[src/rtl/arb_pkg.sv]
// Shared constants, FSM state type and the rotating priority search used by
// rr_tenure_arbiter. The tenure timers are built only when ARB_TENURE_EN is defined.
package arb_pkg;

  localparam int         NPORTS_DEF    = 5;
  localparam logic [2:0] HEAD_ID_DEF   = 3'b001;
  localparam int         DEF_LIMIT_DEF = 16;
  localparam int         MAX_PORTS     = 16;

  typedef enum logic {
    ST_IDLE = 1'b0,
    ST_HOLD = 1'b1
  } arb_state_t;

  typedef struct packed {
    logic       found;
    logic [3:0] idx;
  } pick_t;

  // First set bit of req at or after start, wrapping modulo n (start < n <= MAX_PORTS).
  function automatic pick_t rr_pick(input logic [MAX_PORTS-1:0] req,
                                    input int unsigned         start,
                                    input int unsigned         n);
    pick_t      res;
    logic [4:0] k;
    res = '0;
    for (int unsigned i = 0; i < MAX_PORTS; i++) begin
      if (i < n) begin
        k = 5'(start) + 5'(i);
        if (k >= 5'(n)) k = k - 5'(n);
        if (!res.found && req[k[3:0]]) begin
          res.found = 1'b1;
          res.idx   = k[3:0];
        end
      end
    end
    return res;
  endfunction

endpackage

[src/rtl/tenure_timer.sv]
// Per-port tenure limiter: holds the limit captured from the latest header
// flit and counts consecutive granted cycles; expired marks the last allowed
// cycle of the current tenure.
module tenure_timer #(
  parameter int               ID_W      = 3,
  parameter int               LEN_W     = 12,
  parameter logic [ID_W-1:0]  HEAD_ID   = 3'b001,
  parameter int               DEF_LIMIT = 16
) (
  input  logic             clk,
  input  logic             rst,
  input  logic [ID_W-1:0]  flit_id,
  input  logic [LEN_W-1:0] length,
  input  logic             grant,
  output logic             expired
);

  logic [LEN_W-1:0] lim_reg;
  logic [LEN_W-1:0] cnt_reg;

  // Capture a new limit on every header flit, whether or not the port is granted.
  always_ff @(posedge clk) begin
    if (rst)                     lim_reg <= LEN_W'(DEF_LIMIT);
    else if (flit_id == HEAD_ID) lim_reg <= length;
  end

  // Count granted cycles, saturating; any ungranted cycle restarts the count.
  always_ff @(posedge clk) begin
    if (rst || !grant)     cnt_reg <= '0;
    else if (cnt_reg != '1) cnt_reg <= cnt_reg + 1'b1;
  end

  // One extra bit so cnt+1 cannot wrap; a limit of 0 behaves like 1.
  assign expired = ({1'b0, cnt_reg} + (LEN_W+1)'(1)) >= {1'b0, lim_reg};

endmodule

[src/rtl/rr_tenure_arbiter.sv]
// N-port round-robin arbiter with registered one-hot grant and optional
// per-port tenure limits (macro ARB_TENURE_EN). Without the macro a port keeps
// the grant for as long as it requests, and flit_id/length are ignored.
module rr_tenure_arbiter
  import arb_pkg::*;
#(
  parameter int              NPORTS    = NPORTS_DEF,
  parameter int              ID_W      = 3,
  parameter int              LEN_W     = 12,
  parameter logic [ID_W-1:0] HEAD_ID   = ID_W'(HEAD_ID_DEF),
  parameter int              DEF_LIMIT = DEF_LIMIT_DEF
) (
  input  logic                      clk,
  input  logic                      rst,
  input  logic [NPORTS-1:0]         req,
  input  logic [NPORTS*ID_W-1:0]    flit_id,
  input  logic [NPORTS*LEN_W-1:0]   length,
  output logic [NPORTS-1:0]         grant,
  output logic                      grant_valid,
  output logic [$clog2(NPORTS)-1:0] grant_idx,
  output logic                      timeout
);

  localparam int              IDX_W = $clog2(NPORTS);
  localparam logic [IDX_W-1:0] LAST = IDX_W'(NPORTS-1);

  arb_state_t        state_reg, state_next;
  logic [NPORTS-1:0] grant_reg, grant_next;
  logic [IDX_W-1:0]  idx_reg, idx_next;
  logic [IDX_W-1:0]  ptr_reg, ptr_next;
  logic              timeout_reg, timeout_next;

  logic [NPORTS-1:0] expired;

`ifdef ARB_TENURE_EN
  generate
    for (genvar gi = 0; gi < NPORTS; gi++) begin : g_timer
      tenure_timer #(
        .ID_W      (ID_W),
        .LEN_W     (LEN_W),
        .HEAD_ID   (HEAD_ID),
        .DEF_LIMIT (DEF_LIMIT)
      ) u_timer (
        .clk     (clk),
        .rst     (rst),
        .flit_id (flit_id[gi*ID_W +: ID_W]),
        .length  (length[gi*LEN_W +: LEN_W]),
        .grant   (grant_reg[gi]),
        .expired (expired[gi])
      );
    end
  endgenerate
`else
  logic unused_cfg;
  assign unused_cfg = ^{flit_id, length};
  assign expired    = '0;
`endif

  // Scan start points: one past the pointer when idle, one past the holder otherwise.
  logic [IDX_W-1:0] ptr_inc, idx_inc;
  pick_t            pick_idle, pick_hold;
  logic             hold_legal, req_cur, exp_cur;

  assign ptr_inc    = (ptr_reg == LAST) ? '0 : ptr_reg + 1'b1;
  assign idx_inc    = (idx_reg == LAST) ? '0 : idx_reg + 1'b1;
  assign pick_idle  = rr_pick(MAX_PORTS'(req), 32'(ptr_inc), NPORTS);
  // Masking the holder is the same as scanning p+1 .. p+NPORTS-1.
  assign pick_hold  = rr_pick(MAX_PORTS'(req & ~grant_reg), 32'(idx_inc), NPORTS);
  assign hold_legal = (idx_reg <= LAST) && (grant_reg == (NPORTS'(1) << idx_reg));
  assign req_cur    = hold_legal && req[idx_reg];
  assign exp_cur    = hold_legal && expired[idx_reg];

  // State register: grant, holder index, rotation pointer and timeout pulse.
  always_ff @(posedge clk) begin
    if (rst) begin
      state_reg   <= ST_IDLE;
      grant_reg   <= '0;
      idx_reg     <= '0;
      ptr_reg     <= LAST;
      timeout_reg <= 1'b0;
    end else begin
      state_reg   <= state_next;
      grant_reg   <= grant_next;
      idx_reg     <= idx_next;
      ptr_reg     <= ptr_next;
      timeout_reg <= timeout_next;
    end
  end

  // Next-state: hold while requesting and not expired, else hand over by rotation.
  always_comb begin
    state_next   = state_reg;
    grant_next   = grant_reg;
    idx_next     = idx_reg;
    ptr_next     = ptr_reg;
    timeout_next = 1'b0;
    case (state_reg)
      ST_IDLE: begin
        if (grant_reg != '0) begin
          grant_next = '0;
          idx_next   = '0;
        end else if (pick_idle.found) begin
          state_next = ST_HOLD;
          idx_next   = IDX_W'(pick_idle.idx);
          ptr_next   = IDX_W'(pick_idle.idx);
          grant_next = NPORTS'(1) << pick_idle.idx;
        end
      end
      ST_HOLD: begin
        if (!hold_legal) begin
          state_next = ST_IDLE;
          grant_next = '0;
          idx_next   = '0;
        end else if (!(req_cur && !exp_cur)) begin
          timeout_next = exp_cur && req_cur;
          if (pick_hold.found) begin
            idx_next   = IDX_W'(pick_hold.idx);
            ptr_next   = IDX_W'(pick_hold.idx);
            grant_next = NPORTS'(1) << pick_hold.idx;
          end else begin
            state_next = ST_IDLE;
            grant_next = '0;
            idx_next   = '0;
          end
        end
      end
      default: begin
        state_next = ST_IDLE;
        grant_next = '0;
        idx_next   = '0;
      end
    endcase
  end

  assign grant       = grant_reg;
  assign grant_valid = |grant_reg;
  assign grant_idx   = idx_reg;
  assign timeout     = timeout_reg;

endmodule

[config.mk]
export PLATFORM = sky130hd
export DESIGN_NAME = rr_tenure_arbiter
export DESIGN_NICKNAME = d
export VERILOG_FILES = /design/src/rtl/arb_pkg.sv /design/src/rtl/tenure_timer.sv /design/src/rtl/rr_tenure_arbiter.sv
export SDC_FILE = /design/constraint.sdc
export NUM_CORES = 1
export LEC_CHECK = 0
export CORE_MARGIN = 2
export CORE_UTILIZATION = 25
export CTS_CLUSTER_SIZE = 20
export DETAILED_ROUTE_END_ITERATION = 6
export SLEW_MARGIN = 15
export SYNTH_ARGS = -nofsm -noshare
export SYNTH_HDL_FRONTEND = slang
export SYNTH_SLANG_ARGS = --single-unit
export TNS_END_PERCENT = 20
[constraint.sdc]
create_clock -name clk -period 6.05 [get_ports clk]
set_input_delay 1.21 -clock clk [delete_from_list [all_inputs] [get_ports clk]]
set_output_delay 1.21 -clock clk [all_outputs]
set_load 0.02 [all_outputs]
# Word-level counts from Yosys, hierarchy flattened
# Memory sizes are Yosys's and may differ from the RTL's. A register that Yosys moved wholly into a read port is not among the register bits.
# Index checks and enable logic that the tools add are counted.
# word_totals
ff_bits	13
latchBits	0
mem_bits_rw	0
mem_bits_ro	8
inputBits	82
output_inout_bits	10
elab_cells	162
n_memories	1
# mem_list
memory	depth	word_bits	rd	rd_ports_with_merged_regs	wr	line	source
(no name shown)	8	1	1	1	0	rr_tenure_arbiter.sv:71	assign exp_cur = hold_legal && expired[idx_reg];
# classes
add_sub_neg	20
n_mul	0
n_div	0
n_lt_le_gt_ge	22
eq_ne	10
shifts	3
n_mux	70
bitwise	4
reduce_logical	27
# op_table
cell	n
two-way mux 5 bit	15
< comparator 4 x 5 -> 1 bit (second input constant)	10
binary-select mux 1 bit (select 4 bit)	10
two-way mux 4 bit	10
two-way mux 3 bit	13
greater-or-equal comparator 4 x 3 -> 1 bit (second input constant)	8
subtractor 4 x 3 -> 4 bit (second input constant)	8
two-way mux 1 bit	17
adder 3 x 2 -> 4 bit (second input constant)	4
bitwise AND 5 x 16 -> 16 bit	1
inverter 5 -> 16 bit	1
logical AND 1 bit	13
case mux 3 bit (2 select lines)	2
case mux 5 bit (2 select lines)	1
left shift 1 x 4 -> 5 bit (first input constant)	2
logical NOT 1 bit	9
adder 3 x 1 -> 4 bit (second input constant)	2
adder 3 x 3 -> 4 bit (second input constant)	2
subtractor 3 x 3 -> 4 bit (second input constant)	2
adder 3 x 1 -> 3 bit (second input constant)	2
equality test 3 bit (second input constant)	2
greater-or-equal comparator 3 bit (second input constant)	2
!= test 2 bit (second input constant)	3
!= test 3 bit (second input constant)	2
other kinds (13)	15

# Logic depth before layout (Yosys ltp)
# Gate-level depths: netlist of run 1.
# depth
depth_word	25
mapped_depth	21
ltp_nobuf	17

# Least setup slack after synthesis of run 1
# No wires, ideal clock.
# synth_path
kind	reg-to-reg
from	register ptr_reg[0]
to	register grant_reg[1], in the netlist grant[1]
setup_time_ns	0.079
t_arrival_ns	4.386
t_required_ns	5.971
path_slack_ns	1.585
stages_incl_launch_ff	19
path_buffers	3
period_less_slack_ns	4.465
path_cell_list	dfxtp_1 -> buf_2 -> inv_1 -> ha_1 -> buf_4 -> and2_2 -> or2_4 -> ha_1 -> ha_1 -> clkbuf_1 -> a221oi_2 -> mux2i_1 -> mux4_2 -> a211o_1 -> and3b_1 -> o32a_1 -> a31o_1 -> or3_4 -> o221ai_2
# synth_via
elab_chain_len	23
word_cells_on_any_way	51
cone_classes	add/sub: 10; order compare: 5; eq/ne: 2; shift: 1; mux: 24; reduce/logical: 9
# synth_rtl
item	line	source
start: declaration	rr_tenure_arbiter.sv:30	logic [IDX_W-1:0] ptr_reg, ptr_next;
start signal: assignment	rr_tenure_arbiter.sv:85	ptr_reg <= ptr_next;
adder 3 x 1 -> 3 bit or equality test 3 bit (tied branches)	rr_tenure_arbiter.sv:64	assign ptr_inc = (ptr_reg == LAST) ? '0 : ptr_reg + 1'b1;
two-way mux 3 bit (*)	rr_tenure_arbiter.sv:64	
parallel branches: the longest is 16 deep, another holds adder 3 x 1 -> 4 bit	-	
two-way mux 5 bit (*)	arb_pkg.sv:31	if (!res.found && req[k[3:0]]) begin
left shift 1 x 4 -> 5 bit	rr_tenure_arbiter.sv:106	grant_next = NPORTS'(1) << pick_idle.idx;
two-way mux 5 bit	rr_tenure_arbiter.sv:102	end else if (pick_idle.found) begin
two-way mux 5 bit	rr_tenure_arbiter.sv:99	if (grant_reg != '0) begin
case mux 5 bit (2 select lines)	rr_tenure_arbiter.sv:97	case (state_reg)
end signal: assignment	rr_tenure_arbiter.sv:83	grant_reg <= grant_next;
end: declaration	rr_tenure_arbiter.sv:28	logic [NPORTS-1:0] grant_reg, grant_next;
# Mark *: on every way between the ends. The select of a mux whose other input is x is not followed.
# A chain may end at the register's enable or synchronous reset.

# Worst setup path in the final report of run 1
# layout_path
from	register idx_reg[1], in the netlist grant_idx[1]
to	register grant_reg[3], in the netlist grant[3]
# layout_via
elab_chain_len	24
word_cells_on_any_way	62
cone_classes	add/sub: 10; order compare: 6; eq/ne: 3; shift: 2; mux: 27; reduce/logical: 14
# layout_rtl
item	line	source
start: declaration	rr_tenure_arbiter.sv:29	logic [IDX_W-1:0] idx_reg, idx_next;
start signal: assignment	rr_tenure_arbiter.sv:84	idx_reg <= idx_next;
parallel branches: the longest is 24 deep, another holds adder 3 x 1 -> 4 bit	-	
# Parallel ways; which one is timed is not known. The select of a mux whose other input is x is not followed.

==> results list, run 1 <==
- Setup Total Neg Slack: 0 ns
* Status: complete, no violations
* Synthesized-area fraction occupied by and/or/nand/nor cells: 28.48%
- Post-synth EDFFs: 0
- Count of distinct cell types in the synthesized netlist: 88
- Top cells by area in the synthesized netlist: ha_1, dfxtp_1, mux2i_1
* HP Class: flip-flop to flip-flop
- Total nets after synthesis: between 500 and 600
- Relative to the synthesized area, the layout overhead comes to 11.83%.
* Required time of the critical path: between 6 and 7 ns
- The first global-routing pass estimated about 18000 µm of wire.
* Vertical extent of the die: 122.0 µm
* Initial antenna violation count: 0
- Router iterations before antenna repair: 5
* Number of sinks on the clock net: 12
- Critical path endpoint category: flip-flop
- Of the total synthesized cell area, the portion taken by full adders, half adders and majority gates is about an eighth.
- Dividing the synthesized area by the synthesized cell count gives 7.435 µm².
- Proportion of synthesized area in mux cells: under 10%
- Number of vias in the routed layout: ~3700
- GRT Total Usage: between 10% and 20%
- Once the clock tree was built, the setup fixing pass inserted 0 buffers.
* Area share of xor/xnor cells in the synthesized design: 3.272%
* Actual transition at the worst max-transition pin: 0.8666 ns
- Traced cell by cell, the critical path runs through inv_1 > ha_1 > a21bo_2 > ha_1 > ha_1 > a221oi_1 > mux2_2 > a221oi_1 > nor2_1 > a211o_1 > a31oi_1 > a211oi_1 > buf_4 > or4_1 > o211ai_2.
- Row cnt: 43
- Multi-input gate area: 0.003017 mm²
- The cell count after synthesis came out at 468.
* Critical path type: flip-flop to flip-flop
- Top post-synthesis cells by count: nor2_1, ha_1, nand2_1
- Final weighted congestion in routability-driven placement: between 0.8 and 0.9
* Root Driver: clkbuf_16
- The floorplan step set the die width to 122.0 µm.
- Aggregate routed wire length: 10580 µm
* Remaining routing DRC violations: 0
* Antenna fix cells: 0
- Arr. time, crit path: 5.34 ns
- 92 I/O pins were placed.
- The mapped netlist covers 0.003480 mm².
- Post-CTS clock slew at the launch and capture registers of the worst setup and hold paths: about 0.040 ns
* Largest net degree at the start of global routing: 20
- Remaining number of nets flagged by the antenna check after routing: 0
- Crit-path most repeated cell: ha_1
* Slowest library cell on the worst path: dfxtp_1
* Number of endpoints with negative hold slack in the final report: 0
- Share of the synthesized area in the top cell type: 11.15%
* H-Tree Depth: 1
- Synthesized-area fraction occupied by ao, oa, aoi and oai cells: 33.26%
- Summed over all nets, the half-perimeter wirelength after detailed placement is 8140 µm.
* Peak per-stage delay on the critical path: 0.69 ns
- Share of post-route cells with drive strength above 1: 11.02%
- Biggest area consumer among synthesized cells: ha_1
- For this configuration, the core starts out at a cell density of 25.36%.
- Share of flip-flops with an asynchronous set or reset after synthesis: 0%
* Highest clock rate: slightly below 200 MHz
* First DRT Iteration DRCs: 345
* Synth warnings: 0
- Main combinational cell family by area after synthesis: compound AO/OA/AOI/OAI gates
- The most used flip-flop cell after synthesis is dfxtp_1.
- Gates resized, CTS repair: 0
* Most repeated cell in the gate-level netlist after synthesis: nor2_1
- Flip-flop count of the largest register after layout: 5
- Die Footprint: 0.01488 mm²
- MaxCap Viol Count: 0
- Maximum buffer depth of the clock tree: 2
- Kind of cell with the highest combined delay on the critical path: compound AO/OA/AOI/OAI gates
- Max-slew headroom: 40.74%
- Sort of element at the start of the critical path: flip-flop
- Number of port buffers: 15
- Sum of buffers and inverters on the critical path: 2
- RSZ-0062 raised after global routing: false
- On the final layout, the worst clock skew is 0.001128 ns.
- The later pin in the worst-skew pair is clocked with a latency of 0.24 ns.
- The region available for standard cell placement spans 0.01372 mm².
- Fill cell total of the finished layout: 1465
- Using the TritonRoute via totals, the vias-per-cell ratio works out to between 5 and 6.
- Sequential share of the synthesized area: under 10%
* Vias in the first global route: 3557
- Setup violations remaining at the end of the flow were counted as 0.
- The worst path in the final design needs a cycle of a little over 5 ns, including I/O delays and setup.
* Cell total after placement: 649
* Fraction of the cycle the final worst path needs: a little under nine tenths
- Final number of max-transition violations: 0
* CTS tree: yes
- Final cell count without fillers: 652
- Summed over all layers, the global routing overflow is 0.
- Clock tree synthesis inserted a total of 3 buffers.
- Highest fanout seen on the critical path: 12
* Average wire per standard cell: 16.22 µm
* Seq. cell area: 240.2 µm²
- Cells fill 28.36% of the core in the end.
* Post-cts hold buffer count: 0
- Final net count: 588
- The synthesized design contains 12 register bits.
-- stage by stage --
stage	setup slack [ns]	hold WS (ns)	area, µm²
2_1_floorplan	1.585	0.5205	3480
3_3_place_gp	1.011	0.5545	3816
3_5_place_dp	0.9665	0.5644	3816
4_1_cts	0.9491	0.5696	3891
5_1_grt	0.4558	0.6264	3891
6_report	0.8728	0.5614	3891
-- logic make-up (layout without fill, tap and decap cells) --
logic type      after synthesis  count (layout)
compound gates              155             155
xor+xnor                     13              13
fa+ha+maj                    32              32
buf+inv                      52              56
flops                        12              12
mux                          28              28
other cells                   1               1
simple gates                175             175
-- placed cells by master, fill, tap and decap left out, types with 6 or more instances in the layout --
| cell | count |
|---|---|
| nor4_1 | 6 |
| nor3_1 | 10 |
| clkdlybuf4s50_1 | 15 |
| a211o_1 | 6 |
| nand2_1 | 31 |
| o21ai_0 | 20 |
| mux2_2 | 10 |
| nor2b_1 | 13 |
| a31oi_1 | 7 |
| inv_1 | 23 |
| nor2_1 | 32 |
| xnor2_1 | 10 |
| a211oi_1 | 13 |
| dfxtp_1 | 12 |
| o31ai_1 | 8 |
| mux2i_1 | 14 |
| a21o_1 | 8 |
| nand2b_1 | 16 |
| ha_1 | 31 |
| buf_4 | 11 |
| nand3_1 | 13 |
| a21oi_1 | 25 |
-- cell type report --
class | instances | share of cell area, %
clock buffers | 3 | 1.929
inverters | 27 | 2.604
multi-input cells | 404 | 77.52
flip-flops and latches | 12 | 6.174
well taps | 180 | 5.788
repair buffers | 26 | 5.981
-- worst reg2reg max path: stages, from the launching register on --
cell,delay [ns]
dfxtp_1,0.69
inv_1,0.20
ha_1,0.33
a21bo_2,0.34
ha_1,0.25
ha_1,0.41
a221oi_1,0.69
mux2_2,0.41
a221oi_1,0.36
nor2_1,0.21
a211o_1,0.33
a31oi_1,0.15
a211oi_1,0.08
buf_4,0.16
or4_1,0.42
o211ai_2,0.07
-- path summary, 6_finish.rpt --
| kind | startpoint | end | slack, ns | cells past startpoint |
|---|---|---|---|---|
| worst max-delay path | grant_idx[1]$_SDFFE_PP0P_ | grant[3]$_SDFFE_PP0P_ | 0.87 | 15 |
| worst min-delay path | ptr_reg[1]$_SDFFE_PP0P_ | ptr_reg[1]$_SDFFE_PP0P_ | 0.56 | 2 |
| worst max register to register | grant_idx[1]$_SDFFE_PP0P_ | grant[3]$_SDFFE_PP0P_ | 0.87 | 15 |
| worst min register to register | ptr_reg[1]$_SDFFE_PP0P_ | ptr_reg[1]$_SDFFE_PP0P_ | 0.56 | 2 |
-- layer usage --
layer  wire length (µm)  vias up  track usage [%]
met2               4910      117            24.23
li1                   -     1802                -
met4                170        0            3.161
met5                  0        -                0
met1               4911     1764            19.63
met3                583       15            1.264
Power of run 1 is left out: the tool's default activity adds up to more than one toggle a clock period on the data nets, which glitch-free logic cannot reach.
==> run 2, diff against run 1 <==
Settings changed: GPL_TIMING_DRIVEN set to 0, SLEW_MARGIN 15 to not set.
==> run 2 against run 1 <==
  * Die area is the same
  * First-iteration DRC count grew 12%
  * Wire length grew 5.9%
  * Critical endpoint is now grant_idx[1]$_SDFFE_PP0P_
==> results list, run 2 (same netlist as run 1, synthesis figures left out) <==
* Status: complete, no violations
* First DRT Iteration DRCs: roughly 390
- Beginning of the worst register-to-register path: ptr_reg[0]$_SDFFE_PP0P_
- Later-pin clock latency in the skew report: 0.24 ns
- HP Class: flip-flop to flip-flop
* Router iterations before antenna repair: 5
- Max-slew headroom: between 20 and 30%
- CTS tree: yes
- Shortest clock period the worst path allows after layout: between 5 and 6 ns
- Using the TritonRoute via totals, the vias-per-cell ratio works out to 5.766.
* Gates resized, CTS repair: 0
* Total placed instance area: 0.003845 mm²
- Arr. time, crit path: 5.69 ns
- After routing, the total negative slack on setup checks comes to 0 ns.
- Initial cell density of the core: 25.36%
- For the final database, setup skew stands at a little over 0.002 ns.
- Cells with a size suffix above 1 make up 10.91% of the layout.
- The floorplan step defined a core boundary enclosing 0.01372 mm².
* Final global-route overflow total: 0
* Sort of element at the start of the critical path: flip-flop
- After clock tree synthesis, the clock-pin slew on the worst setup and hold paths is approximately 0.04 ns.
* Highest fanout seen on the critical path: 11
- Cell area after layout: between 0.003 and 0.004 mm²
- Most frequent standard cell in the layout excluding fill and tap cells: nor2_1
- The floorplan has 43 rows.
* Vias in the first global route: ~3500
* GRT Total Usage: 14.68%
- The hold violation count in the final report was 0.
- Remaining number of nets flagged by the antenna check after routing: 0
* Remaining routing DRC violations: 0
* Initial antenna violation count: 0
* Critical path launch point: ptr_reg[0]$_SDFFE_PP0P_
* Highest-count cells in the layout ignoring fill and taps: nor2_1, nand2_1, ha_1, a21oi_1, inv_1
* Root Driver: clkbuf_16
- After clock tree synthesis, the setup repair step added 0 buffers.
- Number of sinks on the clock net: 12
- Maximum buffer depth of the clock tree: 2
- The die is between 100 and 150 µm tall.
* Aggregate routed wire length: 11200 µm
- For this run, the post-layout net count is 601.
* Final weighted congestion in routability-driven placement: roughly 0.94
- STA puts the critical path data required time at 6.19 ns.
- Antenna fix cells: 0
- STA classifies the critical path endpoint as a flip-flop.
- The die covers 0.01488 mm².
- The HPWL after detailed placement is 8654 µm.
- Actual transition at the worst max-transition pin: 1.025 ns
- Post-cts hold buffer count: 0
- Average wire per standard cell: 16.82 µm
* Final number of max-transition violations: 0
- Highest clock rate: 180.1 MHz
* Fraction of the cycle the final worst path needs: a little over 90%
* RSZ-0062 raised after global routing: false
- In this run the tool buffered the top-level ports with 14 buffer cells.
* Largest net degree at the start of global routing: 13
- For this design the top-level I/O count stands at 92.
- The final route contains 3840 vias.
- Hold Crit Start: ptr_reg[1]$_SDFFE_PP0P_
* Flip-flop count of the largest register after layout: 5
- MaxCap Viol Count: 0
* Area Growth Syn to Fin: 13.05%
* H-Tree Depth: 1
- In this run the horizontal extent of the chip is approximately 120 µm.
- First-pass GRT wire length: between 15000 and 20000 µm
- By startpoint and endpoint, the worst setup path is classified as flip-flop to flip-flop.
- Setup violations remaining at the end of the flow were counted as 0.
* Number of buffers added by the clock tree synthesis step: 3
## run 2: path summary, 6_finish.rpt
check	cells past startpoint	slack (ns)	end
hold / removal	2	0.57	ptr_reg[1]$_SDFFE_PP0P_
hold reg to reg	2	0.57	ptr_reg[1]$_SDFFE_PP0P_
setup / recovery	21	0.50	grant_idx[1]$_SDFFE_PP0P_
setup reg to reg	21	0.50	grant_idx[1]$_SDFFE_PP0P_
## run 2: critical path: stages, from the launching register on
cell	delay, ns
dfxtp_1	0.35
buf_2	0.21
inv_1	0.11
ha_1	0.21
buf_4	0.16
and2_2	0.21
or2_4	0.26
inv_2	0.14
buf_6	0.17
ha_1	0.15
clkbuf_1	0.34
nor4bb_1	0.68
nor3_2	0.23
nand2_1	0.10
o21ai_0	0.10
o311ai_2	0.55
and3_1	0.24
clkbuf_1	0.28
o2bb2ai_1	0.16
nand3_1	0.21
mux2_2	0.35
o31ai_1	0.22
## run 2: cell type report
cell class                 count  area, µm²
multi-input combinational    404       3017
tap                          180      225.2
clock buffer                   4      88.84
buffer                        25      121.4
fill                        1474       9786
timing repair buffer          14      140.1
sequential                    12      240.2
inverter                      27      101.3
## run 2: metrics by stage
step                      std cells  utilization, %  setup WS, ns  hold WS (ns)
after global placement          662           28.03        0.6460        0.5563
final                           666           28.67        0.4985        0.5665
after CTS                       666           28.67        0.5369        0.5778
after floorplan                 468               -         1.585        0.5205
after global routing            666           28.67       0.05325        0.6006
after detailed placement        662           28.03        0.5598        0.5716
## run 2: metal layers
| layer | wire, µm | track usage [%] | vias up |
|---|---|---|---|
| met5 | 0 | 0 | - |
| met4 | 229 | 4.310 | 0 |
| met3 | 651 | 0.7491 | 24 |
| met2 | 5133 | 24.16 | 180 |
| met1 | 5185 | 20.67 | 1813 |
| li1 | - | - | 1823 |
Power of run 2 is left out for the same reason.
==> run 3, diff against run 2 <==
Settings changed: CTS_BUF_LIST set to sky130_fd_sc_hd__clkbuf_16.
==> run 3 against run 2 <==
  * First-iteration DRC count unchanged
  * Cell count stayed put
  * Clock skew rose by 0.0014 ns
  * Non-clock buffer count stayed put
  * Design area is 0.25% lower
  * Fmax down 0.22%
==> results list, run 3 (same netlist as run 1, synthesis figures left out) <==
- Status: complete, no violations
- Flip-flop count of the largest register after layout: 5
- 92 I/O pins were placed.
* Remaining routing DRC violations: 0
* Largest net degree at the start of global routing: 13
- Gates resized, CTS repair: 0
- Initial cell density of the core: 25.36%
- Once placement finished, the instance area stood at 0.003845 mm².
- Antenna fix cells: 0
* Area Growth Syn to Fin: 12.77%
- Kind of cell with the highest combined delay on the critical path: simple AND/OR/NAND/NOR gates
* GRT Total Usage: 14.68%
- Required time of the critical path: 6.19 ns
* Number of port buffers: 14
- The die covers 0.01488 mm².
- Number of sinks on the clock net: 12
- Sum of net half-perimeters after detailed placement: 8654 µm
- Root Driver: clkbuf_16
* Aggregate routed wire length: 11190 µm
- The number of global-route vias before repair was 3548.
* Actual transition at the worst max-transition pin: 1.025 ns
* Max-slew headroom: 29.87%
* Cell area after layout: 0.003924 mm²
- Ordered list of cells on the worst path: buf_2 > inv_1 > ha_1 > buf_4 > and2_2 > or2_4 > inv_2 > buf_6 > ha_1 > clkbuf_1 > nor4bb_1 > nor3_2 > nand2_1 > o21ai_0 > o311ai_2 > and3_1 > clkbuf_1 > o2bb2ai_1 > nand3_1 > mux2_2 > o31ai_1
* Row cnt: 43
* Sort of element at the start of the critical path: flip-flop
- Highest clock rate: 179.7 MHz
- Most frequent standard cell in the layout excluding fill and tap cells: nor2_1
- Counting cells, the worst reg-to-reg path comes to 21.
* X dimension of the die: 122.0 µm
- Setup Total Neg Slack: 0 ns
- Along the worst path, the maximum fanout reaches 11.
- Later-pin clock latency in the skew report: 0.24 ns
- Final-layout worst hold slack: 0.5674 ns
* RSZ-0062 raised after global routing: false
- Fraction of the cycle the final worst path needs: 91.97%
* HP Class: flip-flop to flip-flop
- Post-cts hold buffer count: 0
- Multi-input gate area: around 0.003 mm²
* Vertical extent of the die: 122.0 µm
- Critical path type: flip-flop to flip-flop
- Core Util, Final: 28.60%
- Along the worst hold path, the cell count comes to 2.
- After global routing the overflow that remains totals 0.
- Cells with a size suffix above 1 make up about a tenth of the layout.
* Slowest library cell on the worst path: nor4bb_1
- Register-to-register setup slack: a little under 0.5 ns
* Highest-count cells in the layout ignoring fill and taps: nor2_1, nand2_1, ha_1, a21oi_1, inv_1
- The worst hold path begins at ptr_reg[1]$_SDFFE_PP0P_.
* Vias per Instance: 5.781
* Peak per-stage delay on the critical path: ~0.7 ns
* Shortest clock period the worst path allows after layout: around 5.6 ns
- R2r endpoint: grant_idx[1]$_SDFFE_PP0P_
* Remaining number of nets flagged by the antenna check after routing: 0
- The number of buffers and inverters on the critical path is 7.
- The hold violation count in the final report was 0.
- The number of antenna violations at the first check in global routing came to 0.
* Arr. time, crit path: 5.71 ns
* Router iterations before antenna repair: 5
- Beginning of the worst register-to-register path: ptr_reg[0]$_SDFFE_PP0P_
- The first global-routing pass estimated 17940 µm of wire.
- Number of buffers added by the clock tree synthesis step: 3
* Core ar.: 0.01372 mm²
- Number of vias in the routed layout: 3850
* Final net count: 601
- In the final layout, flip-flops and latches occupy 240.2 µm².
- Clock-pin slew was measured on the worst setup and hold paths at approximately 0.040 ns.
- At the end of routability-driven placement, the weighted congestion stood at between 0.9 and 1.
- MaxCap Viol Count: 0
- First DRT Iteration DRCs: 388
- After detailed routing, the average wire length per cell comes to 16.80 µm.
- CTS built an H-tree with a depth of 1.
* Post-CTS Setup Repair Bufs: 0
- The max-slew violation count came to 0.
- Fill cell total of the finished layout: 1475
- CTS tree: yes
- Setup violations remaining at the end of the flow were counted as 0.
- Worst-case hold path end point: ptr_reg[1]$_SDFFE_PP0P_
- Critical path endpoint category: flip-flop
- No sink is reached through more buffers than the 2 on the longest clock path.
- For the final database, setup skew stands at 0.003457 ns.
-- run 3: cell types whose count changed in the layout (fill, tap and decap cells not counted), sizes merged --
| cell | delta |
|---|---|
| clkinv | +1 |
| clkbuf | -1 |
-- run 3: final cells by class --
type	count	area share, %
Buffer	25	3.093
Clock inverter	1	0.09566
Sequential cell	12	6.122
Clock buffer	3	1.913
Timing Repair Buffer	14	3.571
Multi-Input combinational cell	404	76.88
Inverter	27	2.583
Tap cell	180	5.740
-- run 3: worst reg2reg max path, stage by stage (launching register included) --
cell	delay [ns]
dfxtp_1	0.35
buf_2	0.21
inv_1	0.12
ha_1	0.21
buf_4	0.16
and2_2	0.21
or2_4	0.26
inv_2	0.14
buf_6	0.17
ha_1	0.15
clkbuf_1	0.34
nor4bb_1	0.69
nor3_2	0.23
nand2_1	0.11
o21ai_0	0.10
o311ai_2	0.55
and3_1	0.25
clkbuf_1	0.29
o2bb2ai_1	0.16
nand3_1	0.22
mux2_2	0.36
o31ai_1	0.22
-- run 3: stage by stage --
stage          setup slack, ns  instances
6_report                0.4861        666
2_1_floorplan            1.585        468
4_1_cts                 0.5377        666
5_1_grt                0.05346        666
3_5_place_dp            0.5598        662
3_3_place_gp            0.6460        662
-- run 3: metal layers --
| metal | up-vias | wire [µm] | GRT usage [%] | share of wire, % |
|---|---|---|---|---|
| li1 | 1826 | - | - | - |
| met1 | 1813 | 5144 | 20.67 | 46 |
| met2 | 187 | 5125 | 24.16 | 46 |
| met3 | 24 | 689 | 0.7491 | 6.2 |
| met4 | 0 | 229 | 4.310 | 2.0 |
| met5 | - | 0 | 0 | 0 |
-- run 3: how the worst max path moves through the flow --
stage          cells after the start  slack, ns                         to                       from
4_1_cts                           21       0.54  grant_idx[1]$_SDFFE_PP0P_    ptr_reg[0]$_SDFFE_PP0P_
3_5_place_dp                      21       0.56  grant_idx[1]$_SDFFE_PP0P_    ptr_reg[0]$_SDFFE_PP0P_
3_3_place_gp                      16       0.65  grant_idx[0]$_SDFFE_PP0P_  grant_idx[1]$_SDFFE_PP0P_
5_1_grt                           21       0.05    ptr_reg[1]$_SDFFE_PP0P_    ptr_reg[0]$_SDFFE_PP0P_
2_1_floorplan                     18       1.59      grant[1]$_SDFFE_PP0P_    ptr_reg[0]$_SDFFE_PP0P_
6_report                          21       0.49  grant_idx[1]$_SDFFE_PP0P_    ptr_reg[0]$_SDFFE_PP0P_
Power of run 3 is left out for the same reason.
